**src/rtl/sync_filter_if.sv**
```systemverilog
// Handshake-free signal bundle between raw board inputs and the filter.
// Master drives raw inputs and the strobe; slave returns conditioned levels.
interface sync_filter_if #(
    parameter int CHANNELS = 4
);
    logic [CHANNELS-1:0] in;
    logic                sample_en;
    logic [CHANNELS-1:0] out;
    logic [CHANNELS-1:0] rise;
    logic [CHANNELS-1:0] fall;
    logic                change;

    modport master (
        output in,
        output sample_en,
        input  out,
        input  rise,
        input  fall,
        input  change
    );

    modport slave (
        input  in,
        input  sample_en,
        output out,
        output rise,
        output fall,
        output change
    );
endinterface

```
**src/rtl/sync_filter.sv**
```systemverilog
// Per-channel synchroniser chain followed by a consecutive-sample glitch
// filter; emits a stable level plus registered one-cycle rise/fall pulses.
module sync_filter #(
    parameter int CHANNELS    = 4,
    parameter int SYNC_STAGES = 2,
    parameter int FILTER_LEN  = 3,
    parameter bit RESET_VAL   = 1'b0
) (
    input  logic          clk,
    input  logic          rst_n,
    sync_filter_if.slave  bus
);
    localparam int CW = $clog2(FILTER_LEN + 1);
    localparam logic [CW:0] LEN = (CW + 1)'(FILTER_LEN);
    localparam logic [CHANNELS-1:0] RST_VEC = {CHANNELS{RESET_VAL}};

    logic [CHANNELS-1:0] sync_q [SYNC_STAGES];
    logic [CHANNELS-1:0] sync_d [SYNC_STAGES];
    logic [CW-1:0]       cnt_q  [CHANNELS];
    logic [CW-1:0]       cnt_d  [CHANNELS];
    logic [CW:0]         cnt_inc [CHANNELS];
    logic [CHANNELS-1:0] out_q;
    logic [CHANNELS-1:0] out_d;
    logic [CHANNELS-1:0] rise_q;
    logic [CHANNELS-1:0] rise_d;
    logic [CHANNELS-1:0] fall_q;
    logic [CHANNELS-1:0] fall_d;
    logic                change_q;
    logic                change_d;
    logic [CHANNELS-1:0] s;

    // The chain runs every cycle regardless of the strobe.
    always_comb begin
        sync_d[0] = bus.in;
        for (int k = 1; k < SYNC_STAGES; k++) begin
            sync_d[k] = sync_q[k-1];
        end
    end

    assign s = sync_q[SYNC_STAGES-1];

    always_comb begin
        out_d  = out_q;
        rise_d = '0;
        fall_d = '0;
        for (int i = 0; i < CHANNELS; i++) begin
            cnt_d[i]   = cnt_q[i];
            cnt_inc[i] = {1'b0, cnt_q[i]} + 1'b1;
            if (bus.sample_en) begin
                if (s[i] == out_q[i]) begin
                    cnt_d[i] = '0;
                end else if (cnt_inc[i] != LEN) begin
                    cnt_d[i] = cnt_inc[i][CW-1:0];
                end else begin
                    cnt_d[i]  = '0;
                    out_d[i]  = s[i];
                    rise_d[i] = s[i];
                    fall_d[i] = ~s[i];
                end
            end
        end
        change_d = |{rise_d, fall_d};
    end

    always_ff @(posedge clk or negedge rst_n) begin
        if (!rst_n) begin
            for (int k = 0; k < SYNC_STAGES; k++) begin
                sync_q[k] <= RST_VEC;
            end
            for (int i = 0; i < CHANNELS; i++) begin
                cnt_q[i] <= '0;
            end
            out_q    <= RST_VEC;
            rise_q   <= '0;
            fall_q   <= '0;
            change_q <= 1'b0;
        end else begin
            for (int k = 0; k < SYNC_STAGES; k++) begin
                sync_q[k] <= sync_d[k];
            end
            for (int i = 0; i < CHANNELS; i++) begin
                cnt_q[i] <= cnt_d[i];
            end
            out_q    <= out_d;
            rise_q   <= rise_d;
            fall_q   <= fall_d;
            change_q <= change_d;
        end
    end

    assign bus.out    = out_q;
    assign bus.rise   = rise_q;
    assign bus.fall   = fall_q;
    assign bus.change = change_q;
endmodule
```
**src/flat_wrapper.sv**
```systemverilog
// flat-port wrapper written by rule: the top's interface ports become plain ports
module sync_filter_flat 
#(
    parameter int CHANNELS    = 4,
    parameter int SYNC_STAGES = 2,
    parameter int FILTER_LEN  = 3,
    parameter bit RESET_VAL   = 1'b0
)
  (clk, rst_n, bus_in, bus_sample_en, bus_out, bus_rise, bus_fall, bus_change);
  sync_filter_if #(.CHANNELS(CHANNELS)) bus_i ();
  input  logic clk;
  input  logic rst_n;
  input wire logic [$bits(bus_i.in)-1:0] bus_in;
  input wire logic [$bits(bus_i.sample_en)-1:0] bus_sample_en;
  output wire logic [$bits(bus_i.out)-1:0] bus_out;
  output wire logic [$bits(bus_i.rise)-1:0] bus_rise;
  output wire logic [$bits(bus_i.fall)-1:0] bus_fall;
  output wire logic [$bits(bus_i.change)-1:0] bus_change;
  assign bus_i.in = bus_in;
  assign bus_i.sample_en = bus_sample_en;
  assign bus_out = bus_i.out;
  assign bus_rise = bus_i.rise;
  assign bus_fall = bus_i.fall;
  assign bus_change = bus_i.change;
  sync_filter #(.CHANNELS(CHANNELS), .SYNC_STAGES(SYNC_STAGES), .FILTER_LEN(FILTER_LEN), .RESET_VAL(RESET_VAL)) u_core (.clk(clk), .rst_n(rst_n), .bus(bus_i));
endmodule
```
**config.mk**
```make
export PLATFORM = sky130hd
export DESIGN_NAME = sync_filter_flat
export DESIGN_NICKNAME = d
export VERILOG_FILES = /design/src/rtl/sync_filter_if.sv /design/src/rtl/sync_filter.sv /design/src/flat_wrapper.sv
export SDC_FILE = /design/constraint.sdc
export NUM_CORES = 1
export LEC_CHECK = 0
export ABC_AREA = 1
export BUFFER_PORTS_ARGS = -buffer_cell sky130_fd_sc_hd__buf_2
export CAP_MARGIN = 10
export CORE_UTILIZATION = 30
export DETAILED_ROUTE_END_ITERATION = 6
export PLACE_DENSITY_LB_ADDON = 0.12
export SLEW_MARGIN = 20
export SYNTH_ARGS = -nofsm -noshare
export SYNTH_HDL_FRONTEND = slang
export SYNTH_SLANG_ARGS = --single-unit
```
**constraint.sdc**
```tcl
create_clock -name clk -period 1.11 [get_ports clk]
set_input_delay 0.222 -clock clk [delete_from_list [all_inputs] [get_ports clk]]
set_output_delay 0.222 -clock clk [all_outputs]
set_load 0.02 [all_outputs]
```
* Yosys cells after proc, flatten, opt, wreduce, memory -nomap -nowiden *
Cells that the tools add are included.

operators by class
  $add $sub $neg = 4
  multipliers = 0
  divide/modulo/power cells = 0
  magnitude comparators = 0
  equality and inequality tests = 8
  shift operators = 0
  multiplexer cells = 32
  bitwise gates (word level) = 12
  reduce and logical (&&, ||, !) cells = 5

operators with widths
  kind                 count
  $mux 1               24
  $mux 2               8
  $add 2x1->3 const B  4
  $ne 3x2->1 const B   4
  $not 1->1            12
  $reduce_and 3->1     4
  $reduce_or 8->1      1
  $eq 1x1->1           4

storage, ports and cells
  flip-flop bits (word level) = 29
  latch bits = 0
  memory bits (writable) = 0
  memory bits (read-only) = 0
  output and inout port bits = 13
  logic and storage cells = 74
  memories = 0

* Longest topological paths before layout *
  word-level depth = 6
  depth in mapped cells = 7

* Least setup slack after synthesis *
No wires, ideal clock.

  path type = reg-to-reg
  start = reg u_core.out_q[0], in the netlist u_core.bus.out[0]
  end = reg u_core.out_q[0], in the netlist u_core.bus.out[0]
  arrival = 0.898 ns
  path slack = 0.094 ns
  cell stages (with the launch flop) = 6
  period minus slack after synthesis = 1.016 ns
  cells stage by stage = dfrtp_1 -> nor2_1 -> nand3_1 -> clkinv_1 -> a21oi_1 -> inv_1

on the way
  longest elaborated chain between the ends = 3

RTL lines
  element                            line               source
  from (decl)                        sync_filter.sv:22  logic [CHANNELS-1:0] out_q;
  from (signal assigned)             sync_filter.sv:84  out_q <= out_d;
  $eq 1x1->1                         sync_filter.sv:50  if (s[i] == out_q[i]) begin
  $not 1->1 (no source line)         -
  $reduce_and 3->1 (no source line)  -

Every way passes these cells.
A chain may end at the register's enable or synchronous reset.

* Worst setup path in the final report *
  start = reg u_core.out_q[1], in the netlist u_core.bus.out[1]
  end = out bus_out[1]

RTL lines
  element    line                source
  to (decl)  flat_wrapper.sv:15  output wire logic [$bits(bus_i.out)-1:0] bus_out;

No word-level cell between the ends.

==> impl_summary.md <==
Worst setup path
Counting cells, the worst reg-to-reg path comes to 6. The type of element capturing the critical path is an output pin. Along the worst path, the maximum fanout reaches 3. The worst setup path is launched from a flip-flop. On the critical path, the stage with the largest delay is an instance of sky130_fd_sc_hd__dfrtp_2. The signal on the critical path passes through buf_6. The kind of cell adding the most delay to the critical path is flip-flops. At the worst endpoint, the arrival time is 860 ps.

The number of cells on the critical path is 1. Counting both buffers and inverters, the worst setup path holds a total of 1. The worst path required time is a little under 900 ps. On the worst path, the slowest cell contributes a delay of ~440 ps. The startpoint-to-endpoint class of the critical path is reg2out.

Placement
The HPWL after detailed placement is 1396 um. Routability-driven placement finished with a final weighted congestion of about 0.7. Buffers placed on the I/O ports in this run total 19. The post-place setup slack is 53.44 ps.

Synthesis
The Yosys step of the flow raised 0 warnings. The count of different cell masters after synthesis is 18. After synthesis, the largest family of logic cells by area is simple AND/OR/NAND/NOR gates. The synthesized design contains 29 register bits. The synthesized-area fraction occupied by and/or/nand/nor cells is 21.32%.

The mux contribution to synthesized area is 0%. The post-synthesis instance area is approximately 1200 um2. For this run, the register share of the synthesized area comes to 60.92%.

After synthesis, the cell types taking the most area are sky130_fd_sc_hd__dfrtp_1 61%, sky130_fd_sc_hd__inv_1 6.3%, sky130_fd_sc_hd__nand3_2 4.2%. The post-synth net total is 119. The post-synthesis adder-cell area fraction is 0%. The post-synthesis compound-gate area fraction is 5.042%. Of the post-synthesis cell area, the dominant cell type holds between 60% and 70%.

The cell count after synthesis came out at 112. The area share of xor/xnor cells in the synthesized design is 2.941%. A synthesized cell averages between 10 and 15 um2.

The dominant cell type by area after synthesis is sky130_fd_sc_hd__dfrtp_1.

STA
The count of final hold-check violations was 0. The total count of max-transition violations in the final report is 0. The peak clock frequency supported by timing is 927.5 MHz.

Setup slack on the critical path of the routed design comes to ~32 ps. For the final routed database, the setup TNS stands at 0 ps. The worst path needs 1078 ps of the cycle, external delays included. Setup repair after global routing left no endpoint under its margin. The final count of negative-setup-slack endpoints is 0.

After layout, the worst path uses between 90% and 100% of the clock period. The worst max-slew margin expressed relative to the limit is about three quarters. The worst-margin pin slew is 358.5 ps. The setup clock skew after layout is 2.972 ps.

Min path
The cell count of the worst hold path is 1. In this run the worst hold path is classified as in2reg.

Clock tree
For the worst-skew pair, the clock arrives at the later sink with an insertion delay of around 270 ps. The library cell used as clock root buffer is sky130_fd_sc_hd__clkbuf_8. The H-tree was split into 2 levels. After clock tree synthesis, the clock-pin slew on the worst setup and hold paths is 60 ps. The TritonCTS clock tree is done.

The number of buffers on the longest clock path is 2. The number of clock sinks is 29. The number of buffers created by CTS is 5.

Route
Using the TritonRoute via totals, the vias-per-cell ratio works out to 4.302. The detailed router's first-iteration violation count is 23. After detailed routing, the number of remaining DRC violations is 0. The count of nets left with antenna violations once routing finished came out at 0. The total via count after detailed routing is slightly above 800. The total wire length after detailed routing is about 2000 um.

The first detailed-routing pass took 4 iterations. The detailed-route wire length per cell is ~11 um.

Floorplan
In this run the horizontal extent of the chip is 65.01 um. The vertical extent of the die is 65.01 um. After floorplanning, the core was divided into 22 placement rows.

The placeable core region is roughly 3700 um2. 20 I/O pins were placed. The area of the die is between 4000 and 5000 um2. The starting utilization of the core area is 31.82%.

Global routing
The first-pass GRT wire length is 3401 um. The maximum number of pins on one net before global-route repair is 30. The number of antenna violations at the first check in global routing is 0. The number of global-route vias before repair is 790. The total overflow reported by the global router is 0. Global routing used 11.16% of the available tracks across all layers.

Pwr
The worst ir drop on vdd is between 0.0008 and 0.0009 V. For this design the ratio of total power to cell area is 2215 nW/um2. The leakage component of the power is 0.0008081 uW.

Layout
The post-route netlist has 36.11% of its cells at a drive strength greater than 1. From synthesis to final layout, the design area changed by 26.26%. The number of antenna repair diodes is 0. Measured on the finished design, the core utilization comes to between 40% and 50%. The number of nets in the layout is 151.

Run status
The run finished with clean final reports.

Flow run
The count of maximum capacitance violations is 0.
## synth_stat cells
cell type and n:
sky130_fd_sc_hd__buf_6 1, sky130_fd_sc_hd__nand4_1 7, sky130_fd_sc_hd__inv_1 20, sky130_fd_sc_hd__nor2_1 6, sky130_fd_sc_hd__o21ai_1 6, sky130_fd_sc_hd__nor2_8 1
sky130_fd_sc_hd__inv_8 1, sky130_fd_sc_hd__xor2_1 4, sky130_fd_sc_hd__o21ai_0 3, sky130_fd_sc_hd__nand3_1 4, sky130_fd_sc_hd__buf_4 1, sky130_fd_sc_hd__dfrtp_1 29
sky130_fd_sc_hd__nor2_2 3, sky130_fd_sc_hd__clkinv_1 3, sky130_fd_sc_hd__a21oi_1 3, sky130_fd_sc_hd__nand2_1 12, sky130_fd_sc_hd__nand3_2 5, sky130_fd_sc_hd__nor2_4 3
## area by class of cell
cell class	count	area, um2
Sequential cell	29	732.0
Tap cell	48	60.06
Timing Repair Buffer	27	167.7
Clock buffer	7	86.33
Inverter	24	97.59
Multi-Input combinational cell	57	360.3
Fill cell	401	2240
## logic make-up (layout without fill, tap and decap cells)
family          count (synthesis)  count (layout)
simple gates                   41              41
flops                          29              29
xor+xnor                        4               4
compound gates                 12              12
buf+inv                        26              58
## sequential cells by signal, indices dropped and copies added, names as in the netlist
signal / count
u_core.cnt_q: 8
u_core.bus.fall: 4
u_core.bus.out: 4
u_core.bus.rise: 4
u_core.s: 4
u_core.sync_d: 4
u_core.bus.change: 1
## power breakdown
part           internal (uW)  switching [uW]
Clock                    490             358
Combinational            409             591
Sequential              1300             183
Total                   2200            1130
## per-stage QoR
step | hold WS [ps] | power [uW] | cell area [um2] | instances
2_1_floorplan | -73.59 | 2081 | 1191 | 112
3_3_place_gp | 246.4 | 2302 | 1350 | 180
3_5_place_dp | 253.7 | 2331 | 1350 | 180
4_1_cts | 36.90 | 3333 | 1483 | 192
5_1_grt | 31.10 | 3570 | 1504 | 192
6_report | 49.93 | 3331 | 1504 | 192
## path summary, 6_finish.rpt
check                                  start                end  slack (ps)
max in group asynchronous              rst_n        u_core.s[2]         340
setup / recovery           u_core.bus.out[1]         bus_out[1]          30
hold / removal                     bus_in[0]   u_core.sync_d[0]          50
setup reg to reg                 u_core.s[2]  u_core.bus.out[2]          80
hold reg to reg             u_core.sync_d[2]        u_core.s[2]         350
min in group asynchronous              rst_n    u_core.cnt_q[5]         480
## routing by layer
layer,routed length (um),vias to the layer above,GRT usage [%]
li1,-,408,-
met1,959,392,13.84
met2,914,19,16.02
met3,102,7,4.754
met4,40,0,6.522
met5,0,-,0
## cell usage in the layout, fill, tap and decap left out, drive strengths merged
master,instances
dfrtp,29
buf,26
inv,21
nor2,13
nand2,12
o21ai,9
nand3,9
nand4,7
clkbuf,7
xor2,4
clkinv,3
a21oi,3
dlygate4sd3,1
## what timing repair did
item                                   4_1_cts  5_1_grt
hold buffers                                 1        0
gates resized for setup                      4        6
endpoints found under the hold margin       29        0
setup endpoints to repair                    4        5
setup buffers                                4        0
(Power assumes the default switching activity.)
